## config.mk

```make
export PLATFORM = sky130hd
export DESIGN_NAME = seq_detect_ctrl
export DESIGN_NICKNAME = d
export VERILOG_FILES = /design/src/rtl/seq_detect_pkg.sv /design/src/rtl/run_detector.sv /design/src/rtl/seq_detect_ctrl.sv
export SDC_FILE = /design/constraint.sdc
export NUM_CORES = 1
export LEC_CHECK = 0
export ABC_CLOCK_PERIOD_IN_PS = 1300
export CORE_UTILIZATION = 25
export DETAILED_ROUTE_END_ITERATION = 16
export GPL_TIMING_DRIVEN = 0
export PLACE_DENSITY = 0.57
export SLEW_MARGIN = 20
export SYNTH_ARGS = -nofsm -noshare
export SYNTH_HDL_FRONTEND = slang
export SYNTH_SLANG_ARGS = --single-unit
```

## constraint.sdc

```tcl
create_clock -name clk -period 1.3 [get_ports clk]
set_input_delay 0.26 -clock clk [delete_from_list [all_inputs] [get_ports clk]]
set_output_delay 0.26 -clock clk [all_outputs]
set_load 0.01 [all_outputs]
```

## src/rtl/seq_detect_pkg.sv

```systemverilog
// Shared types and default sizing for the serial run detector controller.
package seq_detect_pkg;

   typedef enum logic [1:0] {
      StIdle  = 2'd0,
      StShift = 2'd1,
      StDone  = 2'd2
   } state_e;

   localparam int unsigned DefWidth  = 6;
   localparam int unsigned DefRunLen = 3;

endpackage

```

## src/rtl/run_detector.sv

```systemverilog
// Mealy detector: z fires on the current 1 once RUN_LEN consecutive 1s have been seen.
module run_detector #(
   parameter int unsigned RUN_LEN = 3
) (
   input  logic clk,
   input  logic rst,
   input  logic clr,
   input  logic bit_en,
   input  logic bit_in,
   output logic z
);

   localparam int unsigned     RunW   = $clog2(RUN_LEN);
   localparam logic [RunW-1:0] RunMax = RunW'(RUN_LEN - 1);

   logic [RunW-1:0] run_q, run_d;

   always_comb begin
      run_d = run_q;
      if (clr) begin
         run_d = '0;
      end else if (bit_en) begin
         if (!bit_in)               run_d = '0;
         else if (run_q != RunMax)  run_d = run_q + RunW'(1);
      end
   end

   assign z = bit_en && bit_in && (run_q >= RunMax);

   always_ff @(posedge clk or negedge rst) begin
      if (!rst) run_q <= '0;
      else      run_q <= run_d;
   end

endmodule

```

## src/rtl/seq_detect_ctrl.sv

```systemverilog
// Feeds accepted words LSB first into run_detector and reports hit mask/count.
// Define STREAM_CONT_EN to let runs of 1s continue across word boundaries.
module seq_detect_ctrl
   import seq_detect_pkg::*;
#(
   parameter  int unsigned WIDTH   = DefWidth,
   parameter  int unsigned RUN_LEN = DefRunLen,
   localparam int unsigned CNT_W   = $clog2(WIDTH + 1)
) (
   input  logic             clk,
   input  logic             rst,
   input  logic             in_valid,
   output logic             in_ready,
   input  logic [WIDTH-1:0] in_data,
   output logic             busy,
   output logic             out_valid,
   input  logic             out_ready,
   output logic [WIDTH-1:0] hit_mask,
   output logic [CNT_W-1:0] hit_count
);

   localparam int unsigned     IdxW    = $clog2(WIDTH);
   localparam logic [IdxW-1:0] IdxLast = IdxW'(WIDTH - 1);

   state_e           state_q, state_d;
   logic [WIDTH-1:0] shreg_q, shreg_d;
   logic [IdxW-1:0]  idx_q, idx_d;
   logic [WIDTH-1:0] mask_q, mask_d;
   logic [CNT_W-1:0] count_q, count_d;

   logic accept, det_clr, det_en, det_z;

   assign accept = (state_q == StIdle) && in_valid;
   assign det_en = (state_q == StShift);

`ifdef STREAM_CONT_EN
   assign det_clr = 1'b0;
`else
   assign det_clr = accept;
`endif

   run_detector #(
      .RUN_LEN (RUN_LEN)
   ) u_run_detector (
      .clk    (clk),
      .rst    (rst),
      .clr    (det_clr),
      .bit_en (det_en),
      .bit_in (shreg_q[0]),
      .z      (det_z)
   );

   always_comb begin
      state_d = state_q;
      shreg_d = shreg_q;
      idx_d   = idx_q;
      mask_d  = mask_q;
      count_d = count_q;
      unique case (state_q)
         StIdle: begin
            if (accept) begin
               shreg_d = in_data;
               idx_d   = '0;
               mask_d  = '0;
               count_d = '0;
               state_d = StShift;
            end
         end
         StShift: begin
            shreg_d = shreg_q >> 1;
            idx_d   = idx_q + IdxW'(1);
            if (det_z) begin
               mask_d[idx_q] = 1'b1;
               count_d       = count_q + CNT_W'(1);
            end
            if (idx_q == IdxLast) state_d = StDone;
         end
         StDone: begin
            if (out_ready) state_d = StIdle;
         end
         default: state_d = StIdle;
      endcase
   end

   always_ff @(posedge clk or negedge rst) begin
      if (!rst) begin
         state_q <= StIdle;
         shreg_q <= '0;
         idx_q   <= '0;
         mask_q  <= '0;
         count_q <= '0;
      end else begin
         state_q <= state_d;
         shreg_q <= shreg_d;
         idx_q   <= idx_d;
         mask_q  <= mask_d;
         count_q <= count_d;
      end
   end

   assign in_ready  = (state_q == StIdle);
   assign busy      = (state_q != StIdle);
   assign out_valid = (state_q == StDone);
   assign hit_mask  = mask_q;
   assign hit_count = count_q;

endmodule

```

# After elaboration in Yosys (flattened, before gate mapping)
# Cells that the tools add are included.
# Widths: inputs -> output; s select.
# word_totals
reg_bits	22
latch_bits	0
ramBits	0
mem_bits_ro	0
memories	0
# op_classes
n_addsub	3
mul	0
div	0
magnitude_cmp	3
eq_ne	9
shifts	0
mux	19
n_bitwise	1
n_reduce_logical	12
# op_table
cell	n
$pmux 6 s2	2
$mux 6	3
$mux 2	7
$pmux 3 s2	2
$add 3x1->3 const B	2
$mux 3	2
$ne 2x2->1 const B	3
$or 6x6->6	1
$pmux 2 s3	1
$reduce_and 3->1	2
$reduce_bool 2->1	3
$logic_and 1x1->1	4
$lt 3x4->1 const B	1
$ne 2x1->1 const B	2
$reduce_and 2->1	2
$demux 1 s3	1
$eq 3x3->1 const B	1
$ge 3x1->1 const B	1
$ne 3x1->1 const B	1
$add 2x1->2 const B	1
$eq 2x1->1 const B	1
$eq 2x2->1 const B	1
$ge 2x2->1 const B	1
$logic_not 2->1	1
$mux 1	1

# Depth between registers and ports, before layout
# logic_depth
depth_word	7
depth_mapped	5
mapped_depth_nobuf	5

# By module
# Synthesis repeated with hierarchy kept, for this count alone.
# hier_totals
cells_unflattened	107
area_unflattened_um2	1098.6
# modules_own_cells
module	instances	cells_each	area_per_inst_um2	seq_area_each_um2
seq_detect_ctrl	1	95	964.7	500.5
run_detector	1	12	133.9	50.0

# Least setup slack after synthesis
# Ideal clock, no wire load.
# synth_path
path_type	register to register
startpoint	reg u_run_detector.run_q[0]
endpoint	reg mask_q[0] (netlist: hit_mask[0])
arrival_ns	1.167
slack_ns	0.015
path_stages_with_launch	6
path_buffers	0
cell_sequence	dfrtp_1 -> inv_1 -> ha_1 -> o21ai_0 -> nor4b_1 -> o21a_1
# synth_between
elab_chain_len	4
# synth_lines
element	line_no	text
from (decl)	run_detector.sv:16	logic [RunW-1:0] run_q, run_d;
from (signal assigned)	run_detector.sv:32	else run_q <= run_d;
$ge 2x2->1	run_detector.sv:28	assign z = bit_en && bit_in && (run_q >= RunMax);
$logic_and 1x1->1	run_detector.sv:28	
$ne 2x2->1 (no source line)	--	
$reduce_and 3->1 (no source line)	--	
to (signal assigned)	seq_detect_ctrl.sv:96	mask_q <= mask_d;
to (decl)	seq_detect_ctrl.sv:28	logic [WIDTH-1:0] mask_q, mask_d;
# No other way between the ends.
# A chain may end at the register's enable or synchronous reset.

# Worst setup path after layout
# layout_path
startpoint	reg state_q[0]
endpoint	reg count_q[1] (netlist: hit_count[1])
# layout_between
elab_chain_len	5
word_cells_on_any_way	10
cone_classes	eq/ne: 3; mux: 1; reduce/logical: 6
# layout_lines
element	line_no	text
from (decl)	seq_detect_ctrl.sv:25	state_e state_q, state_d;
from (signal assigned)	seq_detect_ctrl.sv:87	state_q <= StIdle;
from (signal assigned)	seq_detect_ctrl.sv:93	state_q <= state_d;
$eq 2x1->1	seq_detect_ctrl.sv:34, seq_detect_ctrl.sv:59	
$logic_and 1x1->1 (2 in series)	run_detector.sv:28	
$ne 2x2->1 (no source line)	--	
$reduce_and 3->1 (no source line)	--	
to (signal assigned)	seq_detect_ctrl.sv:97	count_q <= count_d;
to (decl)	seq_detect_ctrl.sv:29	logic [CNT_W-1:0] count_q, count_d;
# Several ways; a longest one is shown, not always the timed one.

==> impl_metrics.tcl <==
set metrics [dict create \
    drive_gt1_share_pct 34.64 \
    place_ws_ns -0.4337 \
    synth_nets 125 \
    h-tree-depth 1 \
    slew_viol_final 0 \
    cts_root_buf "clkbuf_8" \
    rows 23 \
    synth-xor-area-share_pct 0.7865 \
    critPathLaunchType "flop" \
    synthMuxAreaShare_pct 0.8989 \
    synth-seq-cells 22 \
    vias_per_cell 4.872 \
    synth.avg_cell_area_um2 10.03 \
    drtIter0Drc 29 \
    drv_cap 0 \
    setup_viol 12 \
    layoutNonFillerInstCount 203 \
    synth_top_area_share_pct 49.44 \
    hold_viol_final 0 \
    numCtsBuffers 3 \
    critical_path.max_fanout 5 \
    grt_max_degree 23 \
    skew_ns 0.006843 \
    start_util_pct 26.87 \
    layout_setup_ws_ns -0.09003 \
    synth_compound_area_share_pct 18.76 \
    power.total_mw 3.505 \
    cts_buffer_depth 2 \
    slowest_delay_ns 0.43 \
    synth_adder_area_share_pct 4.494 \
    yosysWarnings 0 \
    yosysSeqAreaShare_pct 49.44 \
    drc 0 \
    antenna_found_initial 0 \
    via_count 989 \
    drt-pass1-iter-count 6 \
    finalCritPeriodShare_pct 106.9 \
    synth_top_family_by_area "simple AND/OR/NAND/NOR gates" \
    synth.distinct_cells 30 \
    cpMostUsedCell "buf_6" \
    yosys.area_share.simple_pct 20.79 \
    critPathCaptureType "flop" \
    relSlewSlack_pct 63.80 \
    io_buffer_count 21 \
    wl_per_cell_um 15.28 \
    p_leak_nw 0.8138 \
    violations "negative setup slack" \
    crit_slowest_cell "dfrtp_1" \
    cts_tree "built" \
    reg2reg_setup_slack_ns -0.09 \
    max_freq_ghz 0.7194 \
    detail-route-antenna-nets 0 \
    syn_to_final_growth_pct 57.53 \
    final.setup.tns_ns -0.4739 \
    path_cells "buf_6, or3b_4, buf_6, a31o_1" \
    critical_path_class "flop to flop" \
    dp_cells 182 \
    clkLatencyLatePin_ns 0.27 \
    ios 22 \
    crit_required_ns 1.46 \
    synth_area_leaders "dfrtp_1 (49%), ha_1 (4.5%), o21ai_0 (4.5%)" \
    design.core.area_um2 4144 \
    overflow 0 \
    grt_usage_pct 13.35 \
    nets 168 \
    synthFlopType "dfrtp_1" \
    synth-edff-count 0 \
    place.gp.congestion 0.7378 \
    hold_path.class "flop to flop" \
    worstMarginPinSlew_ns 0.5431 \
    chipWidth_um 68.74 \
    syn-cell-area_um2 1114 \
    clkTransAtPathRegs_ns 0.08 \
    synth_top_cell_by_area "dfrtp_1" \
    postSynthCellCount 111 \
    dieArea_um2 4725 \
    die_h_um 68.74 \
    clock_sink_count 22 \
    irDropWorstVdd_mv 0.9545 \
    status "finished, violations left" \
    diodes 0 \
    worstPathArrival_ns 1.55 \
    drt_wl_total_mm 3.102 \
    finalCriticalPeriod_ns 1.390 \
    rsz0062_at_grt "yes" \
    grt_pass1_vias 970 \
    synthArstFlopShare_pct 100.0 \
    power_density_nw_per_um2 1998 \
    dp_hpwl_mm 1.780 \
    grt_pass1_wl_mm 4.540 \
]
==> area by class of cell <==
| type | count | area, um2 |
|---|---|---|
| Fill cell | 419 | 2390 |
| Timing Repair Buffer | 38 | 340.3 |
| Tap cell | 50 | 62.56 |
| Inverter | 4 | 15.01 |
| Buffer | 6 | 66.31 |
| Sequential cell | 22 | 551.8 |
| Multi-Input combinational cell | 79 | 663.1 |
| Clock buffer | 4 | 55.05 |
==> worst max-delay path, delay by kind of cell, from the launching register on <==
kind	cells	cell delay [ns]
DFF	1	0.43
and+or+nand+nor	1	0.38
buffers and inverters	2	0.27
AOI/OAI and AO/OA	1	0.20
==> metrics by stage <==
step                hold slack, ns  utilization (%)  cell area, um2
floorplan                 -0.03559                -            1114
global placement            0.4637            33.45            1386
detailed placement          0.4745            33.45            1386
CTS                         0.4852            38.38            1590
global route                0.5197            42.33            1754
finish                      0.4774            42.33            1754
==> cell usage in the layout (no fill, tap or decap), types with 3 or more instances in the layout <==
cell type	n
dfrtp_1	21
buf_4	11
dlygate4sd2_1	10
o21ai_1	8
buf_6	7
nor2_1	7
nand2_1	7
clkdlybuf4s50_1	7
clkbuf_8	5
and2b_1	5
a21oi_1	5
a22oi_1	4
buf_2	4
inv_1	3
o21a_1	3
ha_1	3
==> cell usage after synthesis (4+ instances only) <==
library cell,instances
nand3_1,5
o21a_1,4
o21ai_0,10
inv_1,4
nor2_1,8
ha_1,4
a22oi_1,5
dfrtp_1,22
and2b_1,6
nand2_1,7
nor2b_1,4
a21oi_1,7
==> routing by layer <==
layer | vias to the layer above | part of all wire [%] | track usage [%]
li1 | 477 | - | -
met1 | 484 | 44 | 16.84
met2 | 25 | 51 | 23.53
met3 | 3 | 4.1 | 2.961
met4 | 0 | 0.39 | 2.296
met5 | - | 0 | 0
==> sequential cells by signal, indices dropped and copies added (netlist names) <==
signal                count
hit_count                 3
hit_mask                  6
idx_q                     3
shreg_q                   6
state_q                   2
u_run_detector.run_q      2
==> power by group <==
| part | total, mW | internal [mW] | switching [mW] |
|---|---|---|---|
| Combinational | 1.90 | 0.964 | 0.936 |
| Sequential | 1.11 | 0.886 | 0.220 |
| Clock | 0.499 | 0.270 | 0.228 |
==> cells by family after synthesis <==
family | after synthesis
XOR/XNOR | 1
AND/OR/NAND/NOR | 40
buffers and inverters | 10
adder cells (fa/ha/maj) | 4
flip-flops | 22
AO/OA/AOI/OAI | 33
multiplexers | 1
==> what timing repair did <==
action,CTS,global route
hold endpoints to repair,0,22
setup buffers,7,6
gates cloned,1,2
hold buffers,0,1
setup endpoints to repair,31,23
pin swaps,2,6
gates resized for setup,53,23
==> path summary, 6_finish.rpt <==
check	to	start	cells past startpoint
max	hit_count[1]	state_q[0]	4
min	hit_count[2]	hit_count[2]	1
max reg2reg	hit_count[1]	state_q[0]	4
min reg2reg	hit_count[2]	hit_count[2]	1
max in group asynchronous	u_run_detector.run_q[1]	rst	2
min in group asynchronous	shreg_q[4]	rst	2
No activity file was read; power rests on OpenSTA's default activity.
